<file path="src/rtl/flags_ctx_stack_if.sv">
// ---------------------------------------------------------------------------
// flags_ctx_stack_if
// ALU flag-restore interface between the flags context stack and the ALU.
//   flags_in      : live ALU flags {O,S,Z,C}           (ALU -> stack)
//   alu_bubble    : bubble of the stage feeding the ALU (ALU -> stack)
//   flags_restore : restore value {28'b0,O,S,Z,C}       (stack -> ALU)
//   flags_we      : restore request, held until commit  (stack -> ALU)
// master = flags context stack (producer), slave = ALU.
// ---------------------------------------------------------------------------
interface flags_ctx_stack_if;
    logic [3:0]  flags_in;
    logic        alu_bubble;
    logic [31:0] flags_restore;
    logic        flags_we;

    modport master (
        input  flags_in,
        input  alu_bubble,
        output flags_restore,
        output flags_we
    );

    modport slave (
        output flags_in,
        output alu_bubble,
        input  flags_restore,
        input  flags_we
    );
endinterface

</file>
<file path="src/rtl/flags_ctx_stack.sv">
// ---------------------------------------------------------------------------
// flags_ctx_stack
// Saves the ALU condition flags on trap entry into a small LIFO and drives
// them back into the ALU on return-from-exception, holding the restore
// request until the ALU commits it (clk_en high and no bubble).
//
// Ports:
//   clk, rst_n  : core clock, asynchronous active-low reset
//   clk_en      : global enable; no state changes when 0
//   alu_if      : ALU restore interface (flags_in, alu_bubble in;
//                 flags_restore, flags_we out)
//   trap_push   : save alu_if.flags_in
//   rfe_pop     : restore top entry
//   csr_wr      : software overwrite of the top entry (csr_wdata[3:0])
//   csr_rdata   : top entry zero-extended, 0 when empty
//   count       : number of valid entries
//   busy        : restore in progress
//   stack_ovf   : sticky, push while full
//   stack_unf   : sticky, pop while empty
//   parity_err  : sticky, parity mismatch on pop (FLAGS_CTX_PARITY_EN only)
//
// Build option: define FLAGS_CTX_PARITY_EN to store an even-parity bit per
// entry; a corrupted entry restores as 0 and sets parity_err.
// ---------------------------------------------------------------------------
module flags_ctx_stack #(
    parameter int DEPTH = 8,
    parameter int SPW   = $clog2(DEPTH + 1)
) (
    input  logic                 clk,
    input  logic                 rst_n,
    input  logic                 clk_en,
    flags_ctx_stack_if.master    alu_if,
    input  logic                 trap_push,
    input  logic                 rfe_pop,
    input  logic                 csr_wr,
    input  logic [31:0]          csr_wdata,
    output logic [31:0]          csr_rdata,
    output logic [SPW-1:0]       count,
    output logic                 busy,
    output logic                 stack_ovf,
`ifdef FLAGS_CTX_PARITY_EN
    output logic                 stack_unf,
    output logic                 parity_err
`else
    output logic                 stack_unf
`endif
);

    localparam int AW = $clog2(DEPTH);
`ifdef FLAGS_CTX_PARITY_EN
    localparam int EW = 5;   // {parity, O,S,Z,C}
`else
    localparam int EW = 4;
`endif

    typedef enum logic {IDLE, RESTORE} state_e;

    state_e          state_q, state_d;
    logic [SPW-1:0]  count_q, count_d;
    logic [3:0]      restore_q, restore_d;
    logic            bypass_q, bypass_d;
    logic            ovf_q, ovf_d;
    logic            unf_q, unf_d;
`ifdef FLAGS_CTX_PARITY_EN
    logic            perr_q, perr_d;
`endif

    logic [EW-1:0]   stack_q [DEPTH];
    logic            stk_we;
    logic [AW-1:0]   stk_idx;
    logic [EW-1:0]   stk_wdata;

    logic [SPW-1:0]  top_cnt;
    logic [AW-1:0]   top_idx;
    logic [AW-1:0]   push_idx;
    logic [EW-1:0]   top_entry;
    logic            full;
    logic            csr_wdata_unused;

    assign csr_wdata_unused = ^csr_wdata[31:4];

    assign top_cnt   = count_q - SPW'(1);
    assign top_idx   = top_cnt[AW-1:0];
    assign push_idx  = count_q[AW-1:0];
    assign top_entry = stack_q[top_idx];
    assign full      = (count_q == SPW'(DEPTH));

    function automatic logic [EW-1:0] mk_entry(input logic [3:0] f);
`ifdef FLAGS_CTX_PARITY_EN
        return {^f, f};
`else
        return f;
`endif
    endfunction

    always_comb begin
        state_d   = state_q;
        count_d   = count_q;
        restore_d = restore_q;
        bypass_d  = bypass_q;
        ovf_d     = ovf_q;
        unf_d     = unf_q;
`ifdef FLAGS_CTX_PARITY_EN
        perr_d    = perr_q;
`endif
        stk_we    = 1'b0;
        stk_idx   = push_idx;
        stk_wdata = mk_entry(alu_if.flags_in);

        if (clk_en) begin
            // A push (also the one that aborts a restore) behaves the same
            // from both states; the restore it aborts is simply discarded.
            if (trap_push && !(state_q == IDLE && rfe_pop)) begin
                if (!full) begin
                    stk_we  = 1'b1;
                    count_d = count_q + SPW'(1);
                end else begin
                    ovf_d   = 1'b1;
                end
            end

            case (state_q)
                IDLE: begin
                    if (trap_push && rfe_pop) begin
                        // Bypass: the saved value never touches storage.
                        restore_d = alu_if.flags_in;
                        bypass_d  = 1'b1;
                        state_d   = RESTORE;
                    end else if (rfe_pop && !trap_push) begin
                        if (count_q != '0) begin
                            restore_d = top_entry[3:0];
`ifdef FLAGS_CTX_PARITY_EN
                            if (^top_entry) begin
                                restore_d = 4'b0;
                                perr_d    = 1'b1;
                            end
`endif
                            bypass_d  = 1'b0;
                            state_d   = RESTORE;
                        end else begin
                            unf_d     = 1'b1;
                        end
                    end else if (csr_wr && !trap_push && count_q != '0) begin
                        stk_we    = 1'b1;
                        stk_idx   = top_idx;
                        stk_wdata = mk_entry(csr_wdata[3:0]);
                    end
                end
                RESTORE: begin
                    if (trap_push) begin
                        state_d  = IDLE;
                        bypass_d = 1'b0;
                    end else if (!alu_if.alu_bubble) begin
                        // Entry is retired only once the ALU has taken it.
                        state_d  = IDLE;
                        bypass_d = 1'b0;
                        if (!bypass_q) count_d = count_q - SPW'(1);
                    end
                end
                default: state_d = IDLE;
            endcase
        end
    end

    always_ff @(posedge clk or negedge rst_n) begin
        if (!rst_n) begin
            state_q   <= IDLE;
            count_q   <= '0;
            restore_q <= '0;
            bypass_q  <= 1'b0;
            ovf_q     <= 1'b0;
            unf_q     <= 1'b0;
`ifdef FLAGS_CTX_PARITY_EN
            perr_q    <= 1'b0;
`endif
        end else begin
            state_q   <= state_d;
            count_q   <= count_d;
            restore_q <= restore_d;
            bypass_q  <= bypass_d;
            ovf_q     <= ovf_d;
            unf_q     <= unf_d;
`ifdef FLAGS_CTX_PARITY_EN
            perr_q    <= perr_d;
`endif
        end
    end

    // Storage is not reset; contents are meaningless above count.
    always_ff @(posedge clk) begin
        if (stk_we) stack_q[stk_idx] <= stk_wdata;
    end

    assign alu_if.flags_we      = (state_q == RESTORE);
    assign alu_if.flags_restore = {28'b0, restore_q};
    assign busy                 = (state_q == RESTORE);
    assign count                = count_q;
    assign stack_ovf            = ovf_q;
    assign stack_unf            = unf_q;
    assign csr_rdata            = (count_q != '0) ? {28'b0, top_entry[3:0]} : 32'b0;
`ifdef FLAGS_CTX_PARITY_EN
    assign parity_err           = perr_q;
`endif

endmodule

</file>
<file path="src/flat_wrapper.sv">
// flat-port wrapper written by rule: the top's interface ports become plain ports
module flags_ctx_stack_flat 
#(
    parameter int DEPTH = 8,
    parameter int SPW   = $clog2(DEPTH + 1)
)
  (clk, rst_n, clk_en, trap_push, rfe_pop, csr_wr, csr_wdata, csr_rdata, count, busy, stack_ovf, stack_unf, alu_if_flags_in, alu_if_alu_bubble, alu_if_flags_restore, alu_if_flags_we);
  flags_ctx_stack_if alu_if_i ();
  input  logic clk;
  input  logic rst_n;
  input  logic clk_en;
  input  logic trap_push;
  input  logic rfe_pop;
  input  logic csr_wr;
  input  logic [31:0] csr_wdata;
  output logic [31:0] csr_rdata;
  output logic [SPW-1:0] count;
  output logic busy;
  output logic stack_ovf;
  output logic stack_unf;
  input wire logic [$bits(alu_if_i.flags_in)-1:0] alu_if_flags_in;
  input wire logic [$bits(alu_if_i.alu_bubble)-1:0] alu_if_alu_bubble;
  output wire logic [$bits(alu_if_i.flags_restore)-1:0] alu_if_flags_restore;
  output wire logic [$bits(alu_if_i.flags_we)-1:0] alu_if_flags_we;
  assign alu_if_i.flags_in = alu_if_flags_in;
  assign alu_if_i.alu_bubble = alu_if_alu_bubble;
  assign alu_if_flags_restore = alu_if_i.flags_restore;
  assign alu_if_flags_we = alu_if_i.flags_we;
  flags_ctx_stack #(.DEPTH(DEPTH), .SPW(SPW)) u_core (.clk(clk), .rst_n(rst_n), .clk_en(clk_en), .alu_if(alu_if_i), .trap_push(trap_push), .rfe_pop(rfe_pop), .csr_wr(csr_wr), .csr_wdata(csr_wdata), .csr_rdata(csr_rdata), .count(count), .busy(busy), .stack_ovf(stack_ovf), .stack_unf(stack_unf));
endmodule
</file>
<file path="config.mk">
export PLATFORM = sky130hd
export DESIGN_NAME = flags_ctx_stack_flat
export DESIGN_NICKNAME = d
export VERILOG_FILES = /design/src/rtl/flags_ctx_stack_if.sv /design/src/rtl/flags_ctx_stack.sv /design/src/flat_wrapper.sv
export SDC_FILE = /design/constraint.sdc
export NUM_CORES = 1
export LEC_CHECK = 0
export ABC_AREA = 1
export CORE_AREA = 10 10 97 99
export DETAILED_ROUTE_END_ITERATION = 8
export DIE_AREA = 0 0 107 109
export PLACE_DENSITY_LB_ADDON = 0.05
export SKIP_LAST_GASP = 1
export SLEW_MARGIN = 20
export SYNTH_ARGS = -nofsm -noshare
export SYNTH_HDL_FRONTEND = slang
export SYNTH_SLANG_ARGS = --single-unit
</file>
<file path="constraint.sdc">
create_clock -name clk -period 2.1 [get_ports clk]
set_input_delay 0.42 -clock clk [delete_from_list [all_inputs] [get_ports clk]]
set_output_delay 0.42 -clock clk [all_outputs]
set_load 0.03 [all_outputs]
</file>
==> results.yml <==
setup_path:
  worstPathArrival_ns: 1.67
  cp-end-kind: "output pin"
  worstSetupStartpointType: "register"
  critPathBufInv: 3
  critPathMaxStageDelay_ns: 0.38
  path_delay_family: "flip-flops"
  crit_type: "register to output pin"
  cp_common_cell: "buf_6"
  required_ns: 1.68
  critPathSlowestCell: "dfrtp_2"
  path_cells: "inv_2 > ha_4 > buf_6 > nand3_1 > nand3_2 > nand2_2 > nor2_4 > buf_6"
  worstPathMaxFanout: 6
drt:
  detail-route-antenna-nets: 0
  drt-initial-drc-count: 78
  routed_wl_mm: 6.70
  firstDrtPassIters: 4
  wl_per_cell_um: 13.1
  vias: 2125
  via_per_inst: 4.17
  drc: 0
sta:
  setup_viol: 0
  maxSlewHeadroom_pct: 58.4
  tightestPinTransition_ns: 0.622
  drv_slew: 0
  period_minus_slack_ns: 2.09
  fmax_ghz: 0.478
  rsz0062_at_grt: "yes"
  tns_ns: 0
  fin_skew_ns: 0.00438
  hold_viol_final: 0
  post-route-period-util_pct: 99.6
  whs_ns: 0.487
place:
  finalWeightedCongestion: 0.758
  dpl.hpwl_mm: 5.17
  io_buffers: 30
layout:
  fin_util_pct: 46.3
  n_fill_cell: 743
  drive_above_1_share_pct: 22.3
  area_growth_pct: 23.4
  layout_commonest_cell: "nand2_1"
  layout_common_cells: "nand2_1, conb_1, inv_1"
  nets: 452
  insertedDiodeCount: 0
synth:
  yosys_warnings: 0
  synth_cells: 348
  avgSynthCellArea_um2: 8.12
  synth_top_area_share_pct: 34.0
  synth_top_cell_by_area: "edfxtp_1"
  syn-cell-area_mm2: 0.00283
  ys_top_cells_by_area: "edfxtp_1, buf_4, nand2_1"
  ys_types: 29
  ys_seq_area_share_pct: 44.6
  ys_ff_latch: 44
grt:
  gr-total-overflow: 0
  grtUsageTotal_pct: 11.8
  grt_pass1_wl_mm: 11.0
  antenna_found_initial: 0
  grt_pass1_vias: 2133
  grt_max_degree: 22
die:
  rows: 32
  fp.dieArea_mm2: 0.0117
  die_x_um: 107
  start_util_pct: 37.5
  ios: 115
  core-area_mm2: 0.00753
  die_h_um: 109
clock_network:
  cts_tree: "built"
  clockBufferDepth: 2
  cts_root_buf: "clkbuf_8"
  cts-htree-levels: 2
  clk_pin_slew_ns: 0.09
  cts_sinks: 44
  worstSkewPairLatency_ns: 0.30
  numCtsBuffers: 5
power:
  seq_power_share_pct: 23.4
  power_frac_comb_pct: 63.3
  ir_drop_mv: 0.726
  power_frac_clock_pct: 13.3
  internal_power_mw: 2.68
  power_density_mw_per_mm2: 1440
  p_sw_mw: 2.33
  leakagePower_nw: 1.69
  swShare_pct: 46.5
  power.total_mw: 5.01
worst_hold_path:
  hold_path.class: "register to register"
run:
  drv_cap: 0
run_status:
  status: "finished, final reports clean"
area by class of cell:
class                   count  area [um2]  share of cell area (%)
multi-input cells         245        1230                    35.4
repair buffers             62         548                    15.7
inverters                  49         201                    5.78
clock buffers               5        68.8                    1.97
clock inverters             3        42.5                    1.22
well taps                 102         128                    3.66
flip-flops and latches     44        1260                    36.2
synth_stat cells (all sizes together):
master	instances
nand2	97
buf	63
inv	49
nand3	46
edfxtp	32
nor2	28
dfrtp	12
a21oi	5
o21ai	5
clkbuf	2
ha	2
a31o	1
and3	1
conb	1
nand4	1
nor3	1
o21bai	1
xor2	1
worst paths after layout:
path | startpoint | to | slack [ns] | cells past startpoint
worst max-delay path | u_core.count[1] | csr_rdata[0] | 0.007 | 8
worst min-delay path | u_core.stack_unf | u_core.stack_unf | 0.49 | 1
min in group asynchronous | rst_n | u_core.bypass_q | 0.50 | 1
worst min register to register | u_core.stack_unf | u_core.stack_unf | 0.49 | 1
worst max register to register | u_core.count[0] | u_core.stack_q[0][0] | 0.21 | 12
max in group asynchronous | rst_n | u_core.count[0] | 1.16 | 1
flip-flops by register name (all words and copies together), names as in the netlist:
name,count
u_core.alu_if.flags_we,1
u_core.stack_unf,1
u_core.bypass_q,1
u_core.stack_ovf,1
u_core.stack_q,32
u_core.restore_q,4
u_core.count,4
layer usage:
metal / part of all wire [%] / vias to the layer above / GRT usage [%]
met5: 0 / - / 0
met4: 0.70 / 0 / 3.87
met3: 7.7 / 4 / 3.83
met2: 49 / 59 / 20.4
met1: 42 / 966 / 13.5
li1: - / 1096 / -
stage by stage:
step | cells | instance area, um2 | setup WS, ns
detailed placement | 493 | 3190 | -0.0362
global route | 510 | 3490 | -0.0600
floorplan | 403 | 3100 | 0.0639
global placement | 493 | 3190 | -0.0472
finish | 510 | 3490 | 0.00738
CTS | 509 | 3430 | -0.0110
power groups by stage:
stage	sequential, mW	combinational, mW	clock [mW]
3_5_place_dp	1.19	2.66	0
6_report	1.17	3.17	0.668
3_3_place_gp	1.19	2.66	0
4_1_cts	1.17	3.07	0.695
2_1_floorplan	1.38	1.74	0
5_1_grt	1.19	3.45	0.716
cells by family after synthesis:
family	synth area share, %
AOI/OAI and AO/OA	2.74
adders and majority gates	0.885
other	0.133
xor gates and xnor gates	0.310
and+or+nand+nor	27.9
buffers and inverters	23.4
DFF	44.6
repair_timing:
action,4_1_cts,5_1_grt
hold buffers,0,0
endpoints found under the setup margin,5,4
gates resized for setup,21,11
buffers inserted,8,1
pin swaps,11,8
Power figures use the tool's default switching activity.
